$ cat config.mk
export PLATFORM = sky130hd
export DESIGN_NAME = hist_readout_ctrl
export DESIGN_NICKNAME = d
export VERILOG_FILES = /design/src/rtl/hist_readout_ctrl.sv
export SDC_FILE = /design/constraint.sdc
export NUM_CORES = 1
export LEC_CHECK = 0
export BUFFER_PORTS_ARGS = -buffer_cell sky130_fd_sc_hd__buf_2
export CAP_MARGIN = 0
export CORE_AREA = 5 5 104 106
export DETAILED_ROUTE_END_ITERATION = 10
export DIE_AREA = 0 0 109 111
export GPL_TIMING_DRIVEN = 0
export HOLD_SLACK_MARGIN = 0.05
export PLACE_DENSITY = 0.78
export SETUP_SLACK_MARGIN = 0.15
export SYNTH_ARGS = -nofsm -noshare
export SYNTH_HDL_FRONTEND = slang
export SYNTH_SLANG_ARGS = --single-unit
$ cat constraint.sdc
create_clock -name clk -period 3.5 [get_ports clk]
set_clock_uncertainty 0.15 [all_clocks]
set_input_delay 0.35 -clock clk [delete_from_list [all_inputs] [get_ports clk]]
set_output_delay 0.35 -clock clk [all_outputs]
set_load 0.02 [all_outputs]
$ cat src/rtl/hist_readout_ctrl.sv
// Histogram readout sequencer: triggers the calculator, waits for completion
// with a timeout, then streams all result-RAM bins over valid/ready.
// Optional running total / mismatch check is enabled by HIST_CTRL_TOTAL_EN.
module hist_readout_ctrl #(
  parameter int BINS   = 256,
  parameter int ADDR_W = 8,
  parameter int DATA_W = 16,
  parameter int TMO_W  = 24
) (
  input  logic              clk,
  input  logic              rst,
  input  logic              start,
  input  logic              auto_en,
  input  logic [TMO_W-1:0]  timeout_cycles,
  input  logic              clear_err,
  output logic              calc_flag,
  input  logic              hist_valid,
  output logic [ADDR_W-1:0] hist_addr,
  input  logic [DATA_W-1:0] hist_data,
  output logic [DATA_W-1:0] bin_data,
  output logic [ADDR_W-1:0] bin_idx,
  output logic              bin_valid,
  input  logic              bin_ready,
  output logic              bin_last,
  output logic              busy,
  output logic              done,
  output logic              timeout_err
`ifdef HIST_CTRL_TOTAL_EN
  ,
  input  logic [31:0]       expected_total,
  output logic [31:0]       hist_total,
  output logic              total_mismatch
`endif
);

  localparam logic [ADDR_W-1:0] LAST_IDX = ADDR_W'(BINS - 1);

  typedef enum logic [2:0] {
    S_IDLE,
    S_ARM,
    S_WAIT,
    S_READ,
    S_DONE
  } state_t;

  state_t              state;
  logic [TMO_W-1:0]    wait_cnt;
  logic                issue_done;
  logic                inflight;
  logic [ADDR_W-1:0]   inflight_idx;
  logic                skid_valid;
  logic [DATA_W-1:0]   skid_data;
  logic [ADDR_W-1:0]   skid_idx;

  logic                pop;
  logic [1:0]          held;
  logic                issue;

  // Occupancy is taken net of this cycle's handshake so a full-rate stream
  // keeps one read outstanding per emitted bin.
  always_comb begin
    pop   = bin_valid & bin_ready;
    held  = 2'(bin_valid) + 2'(skid_valid) + 2'(inflight) - 2'(pop);
    issue = (state == S_READ) && !issue_done && (held < 2'd2);
  end

  always_ff @(posedge clk or posedge rst) begin
    if (rst) begin
      state        <= S_IDLE;
      wait_cnt     <= '0;
      issue_done   <= 1'b0;
      inflight     <= 1'b0;
      inflight_idx <= '0;
      skid_valid   <= 1'b0;
      skid_data    <= '0;
      skid_idx     <= '0;
      calc_flag    <= 1'b0;
      hist_addr    <= '0;
      bin_data     <= '0;
      bin_idx      <= '0;
      bin_valid    <= 1'b0;
      bin_last     <= 1'b0;
      busy         <= 1'b0;
      done         <= 1'b0;
      timeout_err  <= 1'b0;
`ifdef HIST_CTRL_TOTAL_EN
      hist_total     <= '0;
      total_mismatch <= 1'b0;
`endif
    end else begin
      done     <= 1'b0;
      inflight <= 1'b0;

      if (issue) begin
        inflight     <= 1'b1;
        inflight_idx <= hist_addr;
        if (hist_addr == LAST_IDX) issue_done <= 1'b1;
        else                       hist_addr  <= hist_addr + ADDR_W'(1);
      end

      // Two-entry buffer: output register plus a skid slot.
      if (!bin_valid || pop) begin
        if (skid_valid) begin
          bin_valid  <= 1'b1;
          bin_data   <= skid_data;
          bin_idx    <= skid_idx;
          bin_last   <= (skid_idx == LAST_IDX);
          skid_valid <= inflight;
          skid_data  <= hist_data;
          skid_idx   <= inflight_idx;
        end else begin
          bin_valid <= inflight;
          bin_last  <= inflight && (inflight_idx == LAST_IDX);
          if (inflight) begin
            bin_data <= hist_data;
            bin_idx  <= inflight_idx;
          end
        end
      end else if (inflight) begin
        skid_valid <= 1'b1;
        skid_data  <= hist_data;
        skid_idx   <= inflight_idx;
      end

`ifdef HIST_CTRL_TOTAL_EN
      if (pop) hist_total <= hist_total + 32'(bin_data);
`endif

      if (clear_err) timeout_err <= 1'b0;

      case (state)
        S_IDLE: begin
          if (start || auto_en) begin
            state     <= S_ARM;
            calc_flag <= 1'b1;
            busy      <= 1'b1;
          end
        end
        S_ARM: begin
          state    <= S_WAIT;
          wait_cnt <= '0;
        end
        S_WAIT: begin
          if (hist_valid) begin
            state      <= S_READ;
            calc_flag  <= 1'b0;
            hist_addr  <= '0;
            issue_done <= 1'b0;
`ifdef HIST_CTRL_TOTAL_EN
            hist_total <= '0;
`endif
          end else if ((timeout_cycles != '0) &&
                       (wait_cnt == timeout_cycles - TMO_W'(1))) begin
            state       <= S_IDLE;
            calc_flag   <= 1'b0;
            busy        <= 1'b0;
            timeout_err <= 1'b1;
          end else begin
            wait_cnt <= wait_cnt + TMO_W'(1);
          end
        end
        S_READ: begin
          if (pop && bin_last) begin
            state <= S_DONE;
            done  <= 1'b1;
          end
        end
        S_DONE: begin
          state <= S_IDLE;
          busy  <= 1'b0;
`ifdef HIST_CTRL_TOTAL_EN
          total_mismatch <= (hist_total != expected_total);
`endif
        end
        default: begin
          state     <= S_IDLE;
          calc_flag <= 1'b0;
          busy      <= 1'b0;
        end
      endcase
    end
  end

endmodule

==> results of run 1 <==
## area by class of cell
class                           instances  share of cell area, %
Clock buffer                           10                  2.170
Sequential cell                       100                  39.46
Buffer                                 26                  2.012
Clock inverter                          6                  1.203
Multi-Input combinational cell        417                  44.25
Tap cell                              133                  2.624
Timing Repair Buffer                   87                  7.418
Inverter                               14                 0.8680
## what timing repair did
item	CTS	global route
setup buffers	0	1
hold buffers	2	0
hold endpoints to repair	56	0
resized for setup	0	10
setup endpoints to repair	0	24
## registers in the layout, indices dropped and copies added (netlist names)
register	count
hist_addr	8
busy	1
done	1
skid_data	16
timeout_err	1
issue_done	1
inflight_idx	8
wait_cnt	24
skid_idx	8
bin_data	16
bin_valid	1
skid_valid	1
calc_flag	1
inflight	1
bin_last	1
state	3
bin_idx	8
## power breakdown
part	total (W)	switching, W	internal, W
sequential	0.00181	0.000276	0.00153
combinational	0.00180	0.00106	0.000732
clock	0.000792	0.000428	0.000364
## metal layers
metal / share of wire, % / up-vias
met2: 50 / 159
li1: - / 2192
met3: 4.7 / 29
met5: 0 / -
met1: 43 / 2233
met4: 2.3 / 0
## cell families (layout without fill, tap and decap cells)
logic type,after synthesis,count (layout),share of synthesized area [%]
buffers and inverters,40,143,3.233
adder cells (fa/ha/maj),6,6,1.330
XOR/XNOR,36,36,5.778
AO/OA/AOI/OAI,95,95,10.32
AND/OR/NAND/NOR,219,219,21.56
multiplexers,61,61,11.92
flip-flops,100,100,45.86
## through the flow
stage | instance area, sq um | instances | total power [W] | TNS (ns) | hold slack [ns]
after floorplan | 5456 | 557 | 0.003062 | 0 | 0.2990
after global placement | 6038 | 773 | 0.003526 | -67.28 | 0.3360
after detailed placement | 6068 | 774 | 0.003613 | -1.948 | 0.3443
after CTS | 6302 | 792 | 0.004403 | 0 | 0.05935
after global routing | 6342 | 793 | 0.004700 | 0 | 0.05652
final | 6342 | 793 | 0.004398 | 0 | 0.05949
## worst max path at each step
stage,startpoint,endpoint,slack [ns],cells after the start
2_1_floorplan,rst,bin_data[0],0.38,1
4_1_cts,timeout_cycles[0],busy,0.18,12
5_1_grt,state[1],wait_cnt[23],0.12,9
6_report,timeout_cycles[0],busy,0.31,12
3_3_place_gp,rst,calc_flag,-0.67,2
3_5_place_dp,timeout_cycles[0],busy,-0.19,12
## synth_stat cells (3+ instances only)
library cell,instances
sky130_fd_sc_hd__or3_1,15
sky130_fd_sc_hd__and3_1,7
sky130_fd_sc_hd__a31oi_1,6
sky130_fd_sc_hd__buf_2,3
sky130_fd_sc_hd__o211ai_1,4
sky130_fd_sc_hd__nor3b_1,4
sky130_fd_sc_hd__mux2_2,32
sky130_fd_sc_hd__o21ai_0,13
sky130_fd_sc_hd__ha_1,5
sky130_fd_sc_hd__buf_6,3
sky130_fd_sc_hd__nor2b_1,8
sky130_fd_sc_hd__a2111oi_0,3
sky130_fd_sc_hd__and2_1,6
sky130_fd_sc_hd__nor3_1,20
sky130_fd_sc_hd__o22ai_1,3
sky130_fd_sc_hd__xnor2_1,23
sky130_fd_sc_hd__mux2i_1,29
sky130_fd_sc_hd__dfrtp_1,100
sky130_fd_sc_hd__nor4_1,5
sky130_fd_sc_hd__clkbuf_1,18
sky130_fd_sc_hd__nand4_1,11
sky130_fd_sc_hd__inv_1,14
sky130_fd_sc_hd__o21ai_1,6
sky130_fd_sc_hd__nor2_1,59
sky130_fd_sc_hd__a21oi_1,44
sky130_fd_sc_hd__nand2_1,34
sky130_fd_sc_hd__or4_1,11
sky130_fd_sc_hd__o31ai_1,4
sky130_fd_sc_hd__nand3_1,18
sky130_fd_sc_hd__nand2b_1,4
sky130_fd_sc_hd__xor2_1,13
==> summary by stage, run 1 <==
Run status
The run finished with clean final reports.

Global route
Global routing used 21.87% of the available tracks. The overall overflow remaining after global route is 0. For this run, global-route usage on met3 was measured as 3.902%. The largest net degree at the start of global routing is 57. Global routing consumed, on the met2 layer, 35.26% of the routing resources. The initial antenna violation count is 0. The global-route wire length before repair is 21.53 mm.

The via count of the first global-routing pass is 4589. The most congested layer reported by global routing is met2. For met1 alone, demand over resource in global routing was 29.36%.

Hold path
Along the worst hold path, the cell count comes to 2. The worst hold path startpoint is hist_data[3]. The class of the tightest hold or removal check is input pin to flip-flop. The end point of the most critical hold path is skid_data[3].

Worst setup path
The cell type group with the largest total delay on the critical path is simple AND/OR/NAND/NOR gates. Data on the critical path is required at its endpoint by 3.59 ns. Traced cell by cell, the critical path runs through buf_2 -> inv_1 -> ha_2 -> or4b_1 -> buf_2 -> nor4_4 -> mux2i_1 -> or3b_1 -> a32oi_2 -> o2111ai_2 -> nor4b_1 -> o22ai_1.

The cell with the largest stage delay on the worst path is sky130_fd_sc_hd__or4b_1. The capturing element type of the critical path is a flip-flop. The worst register-to-register path ends at wait_cnt[23]. The worst reg-to-reg path cell count is 9.

The start-to-end type of the worst setup path is input pin to flip-flop. The most numerous cell type found on the critical path is sky130_fd_sc_hd__buf_2. The register-to-register setup slack is 0.39 ns.

The number of buffers and inverters on the critical path is 3. The arrival time at the worst endpoint is 3.28 ns. In this run the worst path has a maximum fanout of 7. The beginning of the worst register-to-register path is state[1].

The worst setup path is launched from an input pin. The biggest cell delay along the critical path is 0.43 ns.

Die
Measured along the y axis, the die boundary spans 111 um. The effective utilization at floorplan is 56.34%. The die boundary width is 109 um. The core region is 9684 sq um. The row count is 36.

The I/O pin total is 85. The area of the die is 12100 sq um.

Layout
The count of inserted antenna diode cells is 0. Cells fill 65.49% of the core in the end. The net count of the finished layout is 707. Fill cells in the final layout number 773.

The layout-stage area growth over the synthesis result is 16.23%. Across the whole layout, storage elements account for 2502 sq um. The total area of multi-input combinational cells is 2806 sq um. The library cell used most frequently in the layout, excluding fill and tap cells, is sky130_fd_sc_hd__dfrtp_1. Cells with a size suffix above 1 make up 24.09% of the layout. The top cell types in the final layout, fill and taps aside, are 100 x sky130_fd_sc_hd__dfrtp_1, 86 x sky130_fd_sc_hd__buf_2, 59 x sky130_fd_sc_hd__nor2_1.

Pwr
Across the VDD grid, the largest voltage drop is 0.5074 mV. The total leakage power is 2.728 nW. Dividing total power by cell area gives a power density of 693.4 nW/um^2.

STA
The achievable frequency is 313.7 MHz. The count of final max-slew check failures is 0. Headroom to the max-slew limit came out at 35.28%. The clock period could shrink to 3.188 ns. The slew of the pin with the lowest slew margin is 0.9634 ns.

Setup violations remaining at the end of the flow were counted as 0. The final-report hold violation count was 0. The worst path uses 91.08% of the clock period. Setup repair after global routing could not meet its margin everywhere. Setup slack on the critical path of the routed design comes to 0.3121 ns.

Clock network
Buffers inserted during clock tree synthesis total 9. The tree is rooted in a sky130_fd_sc_hd__clkbuf_8. The clock-pin transition on the worst setup and hold timing paths is 0.11 ns. The worst-skew pair later-pin latency is 0.37 ns. Counting every sink on the clock net gives 100. The clock tree from TritonCTS is done. The maximum buffer depth of the clock tree is 2. The number of levels in the clock H-tree is 3.

Job
The tool flagged a number of max-cap violations equal to 0.

Drt
After detailed routing, the average wire length per cell comes to 16.14 um. The post-detailed-route count of antenna-violating nets is 0. The number of remaining DRC errors is 0. The number of iterations in the first detailed-routing pass is 5. The detailed router finished its first iteration with 357 violations. The final wirelength is 12.80 mm. The overall via count from detail_route is 4613. The routed via count divided by cell count is 5.817.

Placed design
The pre-CTS setup slack is -0.1944 ns. Input and output buffers added on the ports amount to 83. The total half-perimeter wirelength after legalization and detailed placement is 9.439 mm.

The last weighted congestion value of the routability-driven placer is 0.8861.

Yosys
The average instance in the mapped netlist occupies 9.796 sq um. The number of nets in the synthesized netlist is 609. The library cell occupying the most area in the post-synthesis netlist is sky130_fd_sc_hd__dfrtp_1. The area share of the largest cell type after synthesis is 45.86%. The mapped netlist covers 5456 sq um. Of all flip-flops after synthesis, the portion carrying an async set or reset was 100.0%.

In this run, synthesis produced a sequential element count of 100. The flip-flop cell with the highest count after synthesis is sky130_fd_sc_hd__dfrtp_1. In this run, synthesis inferred 0 flip-flops with an integrated enable. Summing the sequential cell areas from Yosys gives 45.86% of the chip area. Yosys printed 0 warnings. Yosys attributes the largest share of cell area to sky130_fd_sc_hd__dfrtp_1 46%, sky130_fd_sc_hd__mux2_2 6.6%, sky130_fd_sc_hd__mux2i_1 5.3%, sky130_fd_sc_hd__nor2_1 4.1%, sky130_fd_sc_hd__a21oi_1 4.0%. The synthesized netlist contains 55 unique library cells. Synthesis produced a netlist whose cell count is 557.
No activity file was read; power rests on OpenSTA's default activity.
==> run 2: changes to the inputs <==
--- a/config.mk
+++ b/config.mk
@@ -7,12 +7,12 @@
 export LEC_CHECK = 0
 export BUFFER_PORTS_ARGS = -buffer_cell sky130_fd_sc_hd__buf_2
 export CAP_MARGIN = 0
-export CORE_AREA = 5 5 104 106
+export CORE_AREA = 5 5 135 137
 export DETAILED_ROUTE_END_ITERATION = 10
-export DIE_AREA = 0 0 109 111
+export DIE_AREA = 0 0 140 142
 export GPL_TIMING_DRIVEN = 0
 export HOLD_SLACK_MARGIN = 0.05
-export PLACE_DENSITY = 0.78
+export PLACE_DENSITY = 0.5
 export SETUP_SLACK_MARGIN = 0.15
 export SYNTH_ARGS = -nofsm -noshare
 export SYNTH_HDL_FRONTEND = slang
==> summary by stage, run 2 (synthesis gave the netlist of run 1 again) <==
Worst setup path
Walking the worst path, the cells encountered are buf_2 -> inv_1 -> ha_2 -> or4b_1 -> buf_4 -> nor4_4 -> xor2_1 -> or3_1 -> a32oi_2 -> o2111a_2 -> buf_8 -> buf_6 -> o211ai_1 -> o31ai_1. The number of buffers and inverters on the critical path is 5. The largest single stage delay on the critical path is 0.44 ns. Of all nets on the critical path, the largest fanout is 10. The largest individual stage delay along the critical path comes from the cell sky130_fd_sc_hd__or4b_1.

The cell type group with the largest total delay on the critical path is simple AND/OR/NAND/NOR gates. STA classifies the critical path endpoint as a flip-flop. STA classifies the critical path startpoint as an input pin.

The start-to-end type of the worst setup path is input pin to flip-flop. For the worst setup path, the data required time is 3.60 ns. The arrival time at the worst endpoint is 3.25 ns.

Run status
The flow ran to the end, and the final reports show no timing, DRC or antenna violations.

Layout
The area growth from synthesis to layout is 20.20%. The register with the most flip-flops is wait_cnt. The share of cells above drive strength 1 is 24.62%. The register with the most flip-flops in the layout has 24 of them.

In the final layout, the registers with the most flip-flops are wait_cnt x24, bin_data x16, skid_data x16. The final layout net count is 709. Once layout is complete, the utilization of the core stands at 38.73%. The top cell types in the final layout, fill and taps aside, are 100 x sky130_fd_sc_hd__dfrtp_1, 86 x sky130_fd_sc_hd__buf_2, 59 x sky130_fd_sc_hd__nor2_1. The repair_antennas step left the layout with diodes totalling 0. The post-layout instance count excluding filler cells is 887. The most common cell after layout, fill and taps aside is sky130_fd_sc_hd__dfrtp_1.

Clock network
CTS built an H-tree with a depth of 3. The worst-skew pair later-pin latency is 0.34 ns. Clock tree synthesis selected as its root buffer the cell sky130_fd_sc_hd__clkbuf_16.

The total clock buffers created by CTS is 9. No sink is reached through more buffers than the 2 on the longest clock path. After clock tree synthesis, the clock-pin slew on the worst setup and hold paths is 0.07 ns.

The clock drives 100 sinks. The clock tree from TritonCTS is done.

Placed design
Counting tap cells, the placed design contains a total of 866 instances. The total half-perimeter wirelength after legalization and detailed placement is 10.19 mm. Input and output buffers added on the ports amount to 83. The last weighted congestion value of the routability-driven placer is 0.7989. The pre-CTS setup slack is -0.2282 ns.

STA
Setup repair after global routing could not meet its margin everywhere. Timing would allow up to 317.0 MHz. The final-report hold violation count is 0. Once routing completed, OpenROAD measured the worst setup slack at 0.3458 ns. For the pin with the worst max-slew slack, the measured transition is 1.096 ns.

The count of final max-slew check failures is 0. The time the worst path needs with I/O delays and setup is 3.154 ns. Of the available clock period, the critical path in the final layout requires 90.12%. Setup violations remaining at the end of the flow were counted as 0. In this run the tightest slew margin relative to its limit is 26.38%.

Global route
The first global-routing pass estimated 23.66 mm of wire. The largest net degree at the start of global routing is 64. The global-route usage over all layers is 14.31%.

The via count of the first global-routing pass is 4703. After global routing the overflow that remains totals 0. The initial antenna violation count came to 0.

Die
The floorplan step defined a core boundary enclosing 16940 sq um. Row generation in the floorplan step produced 48 rows. From left edge to right edge, the die measures 140 um. The die span in y is 142 um. The area of the die is 19880 sq um. Pin placement for this block handled 85 I/O pins. The effective utilization at floorplan is 32.22%.

Hold path
The min-delay analysis places its worst path in the category input pin to flip-flop.

Pwr
The total leakage power is 2.763 nW. VDD sags by at most 0.4279 mV. The design draws 0.004579 W. The power density over cell area is 698.2 nW/um^2.

Drt
In this run, the number of DRC markers left after iteration 0 of detailed routing was 212. The final wirelength is 13.88 mm. The overall via count from detail_route is 4543. The number of iterations in the first detailed-routing pass is 4. The final routed wire length divided by cell count is 15.65 um.

The post-detailed-route count of antenna-violating nets is 0. After detailed routing, the number of remaining DRC violations is 0. The routed via count divided by cell count is 5.122.

Job
The reported max-cap violation count is 0.
-- run 2: cell type report --
type	count	area, sq um
fillers	1747	10380
multi-input cells	417	2818
clock buffers	9	225.2
well taps	225	281.5
plain buffers	26	131.4
inverters	14	55.05
repair buffers	89	485.5
clock inverters	7	60.06
flip-flops and latches	100	2502
-- run 2: report_power, final --
group          internal [W]  total [W]  switching, W
Sequential          0.00153    0.00181      0.000281
Combinational      0.000733    0.00180       0.00107
Clock              0.000493   0.000963      0.000470
-- run 2: through the flow --
stage | hold slack (ns) | setup TNS (ns) | instance area (sq um)
2_1_floorplan | 0.2990 | 0 | 5456
3_3_place_gp | 0.3363 | -97.13 | 6153
3_5_place_dp | 0.2773 | -3.769 | 6183
4_1_cts | 0.08444 | 0 | 6489
5_1_grt | 0.09611 | 0 | 6559
6_report | 0.09605 | 0 | 6559
-- run 2: final timing paths --
| check | start | end | slack, ns | cells after the start |
|---|---|---|---|---|
| min reg2reg | skid_data[2] | skid_data[2] | 0.36 | 1 |
| max | timeout_cycles[0] | wait_cnt[0] | 0.35 | 14 |
| min | hist_data[2] | skid_data[2] | 0.1 | 2 |
| max reg2reg | state[1] | wait_cnt[22] | 0.44 | 9 |
| min in group asynchronous | rst | bin_data[12] | 0.44 | 3 |
| max in group asynchronous | rst | done | 2.08 | 4 |
-- run 2: timing repair --
item                                    CTS  global route
buffers inserted                          0             3
endpoints found under the hold margin    38             0
pin swaps                                 0             3
endpoints found under the setup margin    1            38
cloned                                    0             0
resized for setup                         0            14
hold buffers                              2             0
-- run 2: worst reg2reg max path: cells and delay by family, from the launching register on --
kind,cells,cell delay [ns]
simple gates,6,1.73
compound gates,2,0.61
flops,1,0.32
buf+inv,1,0.18
-- run 2: layer usage --
metal	vias up	part of all wire [%]	GRT usage [%]
met5	-	0	0
met4	0	1.4	4.080
met3	15	4.4	2.991
met2	89	47	23.98
met1	2240	47	18.88
li1	2199	-	-
